### src/rtl/pipe_hazard_ctrl_pkg.sv
// Shared constants for the pipeline hazard controller: FSM state encoding,
// control-bundle layout and the load opcode.
package pipe_hazard_ctrl_pkg;

  localparam int unsigned REG_W = 5;

  localparam logic [1:0] ST_RUN      = 2'd0;
  localparam logic [1:0] ST_LU_STALL = 2'd1;
  localparam logic [1:0] ST_FLUSH    = 2'd2;
  localparam logic [1:0] ST_MEM_WAIT = 2'd3;

  localparam logic [6:0] OPC_LOAD = 7'b0000011;

  typedef struct packed {
    logic pc_en;
    logic if_id_en;
    logic id_ex_en;
    logic ex_mem_en;
    logic mem_wb_en;
    logic if_id_flush;
    logic id_ex_flush;
  } ctl_t;

  localparam ctl_t CTL_RUN    = 7'b1111100;
  localparam ctl_t CTL_RESET  = 7'b1111111;
  localparam ctl_t CTL_BRANCH = 7'b1111111;
  localparam ctl_t CTL_FREEZE = 7'b0000000;
  localparam ctl_t CTL_KILL   = 7'b1111110;
  localparam ctl_t CTL_LU     = 7'b0011101;

  function automatic logic is_load_opcode(input logic [6:0] opcode);
    return opcode == OPC_LOAD;
  endfunction

endpackage

### src/rtl/pipe_hazard_ctrl_if.sv
// Hazard-controller bus: pipeline status in, register enables/flushes out.
// Counter outputs exist only when PIPE_HAZARD_PERF_EN is defined.
interface pipe_hazard_ctrl_if;
  import pipe_hazard_ctrl_pkg::*;

  logic [REG_W-1:0] id_rs1;
  logic [REG_W-1:0] id_rs2;
  logic             id_uses_rs2;
  logic [REG_W-1:0] ex_rd;
  logic             ex_memread;
  logic             br_infact_ex;
  logic             mem_req;
  logic             mem_ack;

  logic             pc_en;
  logic             if_id_en;
  logic             id_ex_en;
  logic             ex_mem_en;
  logic             mem_wb_en;
  logic             if_id_flush;
  logic             id_ex_flush;
  logic [1:0]       state_o;
`ifdef PIPE_HAZARD_PERF_EN
  logic [31:0]      stall_cnt;
  logic [31:0]      flush_cnt;
`endif

  modport master (
    output id_rs1, id_rs2, id_uses_rs2, ex_rd, ex_memread,
    output br_infact_ex, mem_req, mem_ack,
    input  pc_en, if_id_en, id_ex_en, ex_mem_en, mem_wb_en,
    input  if_id_flush, id_ex_flush, state_o
`ifdef PIPE_HAZARD_PERF_EN
    , input stall_cnt, flush_cnt
`endif
  );

  modport slave (
    input  id_rs1, id_rs2, id_uses_rs2, ex_rd, ex_memread,
    input  br_infact_ex, mem_req, mem_ack,
    output pc_en, if_id_en, id_ex_en, ex_mem_en, mem_wb_en,
    output if_id_flush, id_ex_flush, state_o
`ifdef PIPE_HAZARD_PERF_EN
    , output stall_cnt, flush_cnt
`endif
  );

endinterface

### src/rtl/pipe_hazard_ctrl_hazard_detect.sv
// Combinational load-use comparator between the EX load and the ID sources.
module hazard_detect
  import pipe_hazard_ctrl_pkg::*;
(
  input  logic [REG_W-1:0] i_id_rs1,
  input  logic [REG_W-1:0] i_id_rs2,
  input  logic             i_id_uses_rs2,
  input  logic [REG_W-1:0] i_ex_rd,
  input  logic             i_ex_memread,
  output logic             o_lu_hazard
);

  logic w_rs1_hit;
  logic w_rs2_hit;

  // x0 is hardwired to zero, so a load targeting it never creates a dependency.
  always_comb begin
    w_rs1_hit   = (i_ex_rd == i_id_rs1);
    w_rs2_hit   = i_id_uses_rs2 && (i_ex_rd == i_id_rs2);
    o_lu_hazard = i_ex_memread && (i_ex_rd != '0) && (w_rs1_hit || w_rs2_hit);
  end

endmodule

### src/rtl/pipe_hazard_ctrl.sv
// Pipeline hazard FSM: load-use stall, mispredict flush, data-memory freeze.
// Define PIPE_HAZARD_PERF_EN to add saturating stall/flush counters.
module pipe_hazard_ctrl
  import pipe_hazard_ctrl_pkg::*;
(
  input  logic               clk,
  input  logic               rst,
  pipe_hazard_ctrl_if.slave  bus
);

  logic [1:0] r_state;
  logic [1:0] w_next;
  ctl_t       w_ctl;
  logic       w_lu_hazard;
  logic       w_mem_stall;
  logic       w_br_take;

  hazard_detect u_hazard_detect (
    .i_id_rs1      (bus.id_rs1),
    .i_id_rs2      (bus.id_rs2),
    .i_id_uses_rs2 (bus.id_uses_rs2),
    .i_ex_rd       (bus.ex_rd),
    .i_ex_memread  (bus.ex_memread),
    .o_lu_hazard   (w_lu_hazard)
  );

  assign w_mem_stall = bus.mem_req && !bus.mem_ack;

  // MEM_WAIT is checked before the branch: EX is frozen, so the branch re-presents after the ack.
  always_comb begin
    w_ctl     = CTL_RUN;
    w_next    = ST_RUN;
    w_br_take = 1'b0;
    if (rst) begin
      w_ctl = CTL_RESET;
    end else if (r_state == ST_MEM_WAIT) begin
      if (!bus.mem_ack) begin
        w_ctl  = CTL_FREEZE;
        w_next = ST_MEM_WAIT;
      end
    end else if (bus.br_infact_ex) begin
      w_ctl     = CTL_BRANCH;
      w_next    = ST_FLUSH;
      w_br_take = 1'b1;
    end else if (w_mem_stall) begin
      w_ctl  = CTL_FREEZE;
      w_next = ST_MEM_WAIT;
    end else if (r_state == ST_FLUSH) begin
      w_ctl = CTL_KILL;
    end else if (r_state == ST_RUN && w_lu_hazard) begin
      w_ctl  = CTL_LU;
      w_next = ST_LU_STALL;
    end
  end

  always_ff @(posedge clk) begin
    if (rst) r_state <= ST_RUN;
    else     r_state <= w_next;
  end

  assign bus.pc_en       = w_ctl.pc_en;
  assign bus.if_id_en    = w_ctl.if_id_en;
  assign bus.id_ex_en    = w_ctl.id_ex_en;
  assign bus.ex_mem_en   = w_ctl.ex_mem_en;
  assign bus.mem_wb_en   = w_ctl.mem_wb_en;
  assign bus.if_id_flush = w_ctl.if_id_flush;
  assign bus.id_ex_flush = w_ctl.id_ex_flush;
  assign bus.state_o     = r_state;

`ifdef PIPE_HAZARD_PERF_EN
  logic [31:0] r_stall_cnt;
  logic [31:0] r_flush_cnt;

  always_ff @(posedge clk) begin
    if (rst) begin
      r_stall_cnt <= '0;
      r_flush_cnt <= '0;
    end else begin
      if (!w_ctl.pc_en && r_stall_cnt != '1) r_stall_cnt <= r_stall_cnt + 32'd1;
      if (w_br_take && r_flush_cnt != '1)    r_flush_cnt <= r_flush_cnt + 32'd1;
    end
  end

  assign bus.stall_cnt = r_stall_cnt;
  assign bus.flush_cnt = r_flush_cnt;
`endif

endmodule

### src/flat_wrapper.sv
// flat-port wrapper written by rule: the top's interface ports become plain ports
module pipe_hazard_ctrl_flat import pipe_hazard_ctrl_pkg::*;
  (clk, rst, bus_id_rs1, bus_id_rs2, bus_id_uses_rs2, bus_ex_rd, bus_ex_memread, bus_br_infact_ex, bus_mem_req, bus_mem_ack, bus_pc_en, bus_if_id_en, bus_id_ex_en, bus_ex_mem_en, bus_mem_wb_en, bus_if_id_flush, bus_id_ex_flush, bus_state_o);
  pipe_hazard_ctrl_if bus_i ();
  input  logic clk;
  input  logic rst;
  input wire logic [$bits(bus_i.id_rs1)-1:0] bus_id_rs1;
  input wire logic [$bits(bus_i.id_rs2)-1:0] bus_id_rs2;
  input wire logic [$bits(bus_i.id_uses_rs2)-1:0] bus_id_uses_rs2;
  input wire logic [$bits(bus_i.ex_rd)-1:0] bus_ex_rd;
  input wire logic [$bits(bus_i.ex_memread)-1:0] bus_ex_memread;
  input wire logic [$bits(bus_i.br_infact_ex)-1:0] bus_br_infact_ex;
  input wire logic [$bits(bus_i.mem_req)-1:0] bus_mem_req;
  input wire logic [$bits(bus_i.mem_ack)-1:0] bus_mem_ack;
  output wire logic [$bits(bus_i.pc_en)-1:0] bus_pc_en;
  output wire logic [$bits(bus_i.if_id_en)-1:0] bus_if_id_en;
  output wire logic [$bits(bus_i.id_ex_en)-1:0] bus_id_ex_en;
  output wire logic [$bits(bus_i.ex_mem_en)-1:0] bus_ex_mem_en;
  output wire logic [$bits(bus_i.mem_wb_en)-1:0] bus_mem_wb_en;
  output wire logic [$bits(bus_i.if_id_flush)-1:0] bus_if_id_flush;
  output wire logic [$bits(bus_i.id_ex_flush)-1:0] bus_id_ex_flush;
  output wire logic [$bits(bus_i.state_o)-1:0] bus_state_o;
  assign bus_i.id_rs1 = bus_id_rs1;
  assign bus_i.id_rs2 = bus_id_rs2;
  assign bus_i.id_uses_rs2 = bus_id_uses_rs2;
  assign bus_i.ex_rd = bus_ex_rd;
  assign bus_i.ex_memread = bus_ex_memread;
  assign bus_i.br_infact_ex = bus_br_infact_ex;
  assign bus_i.mem_req = bus_mem_req;
  assign bus_i.mem_ack = bus_mem_ack;
  assign bus_pc_en = bus_i.pc_en;
  assign bus_if_id_en = bus_i.if_id_en;
  assign bus_id_ex_en = bus_i.id_ex_en;
  assign bus_ex_mem_en = bus_i.ex_mem_en;
  assign bus_mem_wb_en = bus_i.mem_wb_en;
  assign bus_if_id_flush = bus_i.if_id_flush;
  assign bus_id_ex_flush = bus_i.id_ex_flush;
  assign bus_state_o = bus_i.state_o;
  pipe_hazard_ctrl u_core (.clk(clk), .rst(rst), .bus(bus_i));
endmodule
### config.mk
export PLATFORM = sky130hd
export DESIGN_NAME = pipe_hazard_ctrl_flat
export DESIGN_NICKNAME = d
export VERILOG_FILES = /design/src/rtl/pipe_hazard_ctrl_pkg.sv /design/src/rtl/pipe_hazard_ctrl_if.sv /design/src/rtl/pipe_hazard_ctrl_hazard_detect.sv /design/src/rtl/pipe_hazard_ctrl.sv /design/src/flat_wrapper.sv
export SDC_FILE = /design/constraint.sdc
export NUM_CORES = 1
export LEC_CHECK = 0
export ABC_CLOCK_PERIOD_IN_PS = 3400
export CAP_MARGIN = 20
export CELL_PAD_IN_SITES_DETAIL_PLACEMENT = 0
export CELL_PAD_IN_SITES_GLOBAL_PLACEMENT = 1
export CORE_UTILIZATION = 18
export DETAILED_ROUTE_END_ITERATION = 8
export GPL_TIMING_DRIVEN = 0
export MAX_ROUTING_LAYER = met4
export PLACE_DENSITY = 0.77
export SETUP_SLACK_MARGIN = 0.05
export SYNTH_ARGS = -nofsm -noshare
export SYNTH_HDL_FRONTEND = slang
export SYNTH_SLANG_ARGS = --single-unit
### constraint.sdc
create_clock -name clk -period 3.4 [get_ports clk]
set_input_delay 0.51 -clock clk [delete_from_list [all_inputs] [get_ports clk]]
set_output_delay 0.51 -clock clk [all_outputs]
set_load 0.03 [all_outputs]
==> results.toml <==
[critical_path]
critPathLaunchType = "primary input"
crit_buf_inv = 2
worstPathArrival_ns = 2.70
cp_max_fo = 3
critPathTopFamily = "buffers and inverters"
cp.required_ns = 2.89
critPathMaxStageDelay_ns = 0.66
critical_path.endpoint_type = "output port"
path_cells = "clkdlybuf4s50_1 -> or4_1 -> o211ai_2 -> a211oi_1 -> a21bo_2 -> clkdlybuf4s50_1"
crit_top_cell = "clkdlybuf4s50_1"
path_class = "in2out"
crit_path_top_delay_cell = "clkdlybuf4s50_1"

[placed_design]
place_congestion = 0.692
portBuffers = 30
placedCellCount = 84
hpwl_um = 753
dp_slack_ns = 0.109

[detailed_routing]
vias = 399
drc = 0
met2WireLength_um = 387
routed_via_density = 4.59
drt-initial-drc-count = 0
ant_nets = 0
top_layer = "met4"
firstDrtPassIters = 1
drt-met1-wl_um = 451
dr_wl_met3_um = 90
post_drt_wl_per_cell_um = 10.9
drt_wl_total_um = 944

[global_route]
first_global_vias = 384
antenna_found_initial = 0
grt_use_total_pct = 10.5
grt_pass1_wl_mm = 1.44
grt-ovfl-total = 0
grt_max_degree = 6

[die]
die_w_um = 42.9
die_h_um = 42.9
core_um2 = 1540
start_util_pct = 19.6
rows = 14
io_pins = 31
dieArea_um2 = 1840

[layout]
largest_reg_flops = 2
fin_cells = 87
antenna_cells = 0
drive_above_1_share_pct = 14.1
nets = 95
area_growth_pct = 115

[yosys]
syn_area_um2 = 302
synthCells = 38
synth_nets = 60
ys_warn_count = 0
synth_cell_types = 22
synth-seq-cells = 2
avgSynthCellArea_um2 = 7.94
ys_seq_area_share_pct = 13.3

[sta]
drv_slew = 0
max_freq_mhz = 312
worst_pin_slew_ns = 0.331
worst_slack_ns = 0.192
rsz0062_at_grt = "no"
skew_ns = 0.00590
setup_viol = 0
period_share_pct = 94.4
whs_ns = 0.705
slew_headroom_pct = 77.9
setup_tns_ns = 0
hold_viol_final = 0
fin_crit_ns = 3.21

[cts]
root_buffer = "clkbuf_4"
clock_latency_ns = 0.23
cts_setup_buffers = 0
cts_tree = "done"
numClockSinks = 2
h-tree-depth = 1
clockBufferDepth = 2
clk_pin_slew_ns = 0.03
cts_made_buffers = 3

[pwr]
power_leakage_nw = 0.248
p_comb_share_pct = 46.3
pwr-share-clk_pct = 35.9
p_per_area_nw_per_um2 = 228
ir_drop_mv = 0.165
intPower_mw = 0.104
power_mw = 0.147
switching_share_pct = 29.5
pwr-share-seq_pct = 17.9
p_sw_mw = 0.0435

[hold_path]
hold_path_class = "reg2reg"

[outcome]
status = "completed"

[flow_run]
cap_violations = 0
-- placed cells by master (no fill, tap or decap) --
master / netlist / final
a211o_1: 1 / 1
o21bai_1: 1 / 1
dfxtp_1: 2 / 2
mux2_2: 1 / 1
a21boi_0: 1 / 1
o21ai_0: 1 / 1
a21bo_2: 1 / 1
a32oi_1: 1 / 1
or4_1: 1 / 1
xor2_1: 9 / 9
buf_4: 3 / 3
nor4_1: 1 / 1
o31ai_1: 1 / 1
nand2b_1: 1 / 1
nand2_1: 2 / 2
xnor2_1: 1 / 1
dlymetal6s2s_1: 0 / 1
nor3_1: 1 / 1
or2_2: 1 / 1
o211ai_2: 1 / 1
clkdlybuf4s50_1: 0 / 29
nor2_1: 3 / 3
clkbuf_4: 0 / 3
a21oi_1: 3 / 3
a211oi_1: 1 / 1
-- worst reg2reg max path, cell delays in order (launching register included) --
cell and delay, ns:
dfxtp_1 0.34, nand2_1 0.17, mux2_2 0.35, a211oi_1 0.28
a21boi_0 0.21
-- power groups by stage --
stage / clock network [mW] / logic [mW] / registers [mW]
finish: 0.0528 / 0.0681 / 0.0263
global route: 0.0554 / 0.0730 / 0.0264
CTS: 0.0561 / 0.0688 / 0.0262
detailed placement: 0 / 0.0682 / 0.0265
global placement: 0 / 0.0684 / 0.0267
floorplan: 0 / 0.0260 / 0.0285
-- cells by family after synthesis --
kind of cell / after synthesis / synth area share, %
multiplexers: 1 / 3.73
buffers and inverters: 3 / 7.47
AND/OR/NAND/NOR: 10 / 16.6
AO/OA/AOI/OAI: 12 / 29.9
flip-flops: 2 / 13.3
XOR/XNOR: 10 / 29.0
-- what timing repair did --
action                                 in CTS  in global routing
setup endpoints to repair                   0                  1
endpoints found under the hold margin       0                  0
hold buffers                                0                  0
gates resized for setup                     0                  1
-- final timing paths --
check | slack (ns) | startpoint | depth (start not counted) | to
setup / recovery | 0.19 | bus_ex_rd[0] | 6 | bus_if_id_en
hold reg to reg | 0.70 | u_core.bus.state_o[0] | 3 | u_core.bus.state_o[1]
setup reg to reg | 1.97 | u_core.bus.state_o[1] | 4 | u_core.bus.state_o[0]
hold / removal | 0.70 | u_core.bus.state_o[0] | 3 | u_core.bus.state_o[1]
-- stage by stage --
step	instance area, µm²	utilization [%]
3_3_place_gp	622	40.3
2_1_floorplan	302	-
5_1_grt	647	42.0
4_1_cts	644	41.8
6_report	647	42.0
3_5_place_dp	622	40.3
-- area by class of cell --
class | count | area [µm²]
fill | 164 | 895
buffer | 3 | 22.5
sequential | 2 | 40.0
tap | 16 | 20.0
clock buffer | 3 | 22.5
multi-input combinational | 33 | 239
timing repair buffer | 30 | 303
-- metal layers --
layer / vias to the layer above / track usage [%]
li1: 202 / -
met1: 170 / 11.7
met2: 25 / 17.0
met3: 2 / 1.70
met4: 0 / 7.27
met5: - / -
-- cells in the mapped netlist, drive strengths merged --
| library cell | number | area, µm² |
|---|---|---|
| buf | 3 | 22.5 |
| a21boi | 1 | 7.51 |
| o21ai | 1 | 5.00 |
| nand2b | 1 | 6.26 |
| nor4 | 1 | 6.26 |
| nand2 | 2 | 7.51 |
| a21bo | 1 | 10.0 |
| o211ai | 1 | 12.5 |
| o21bai | 1 | 7.51 |
| a32oi | 1 | 8.76 |
| or2 | 1 | 6.26 |
| or4 | 1 | 7.51 |
| a21oi | 3 | 15.0 |
| o31ai | 1 | 7.51 |
| mux2 | 1 | 11.3 |
| nor3 | 1 | 5.00 |
| xnor2 | 1 | 8.76 |
| a211oi | 1 | 7.51 |
| nor2 | 3 | 11.3 |
| dfxtp | 2 | 40.0 |
| xor2 | 9 | 78.8 |
| a211o | 1 | 8.76 |
No activity file was read; power rests on OpenSTA's default activity.
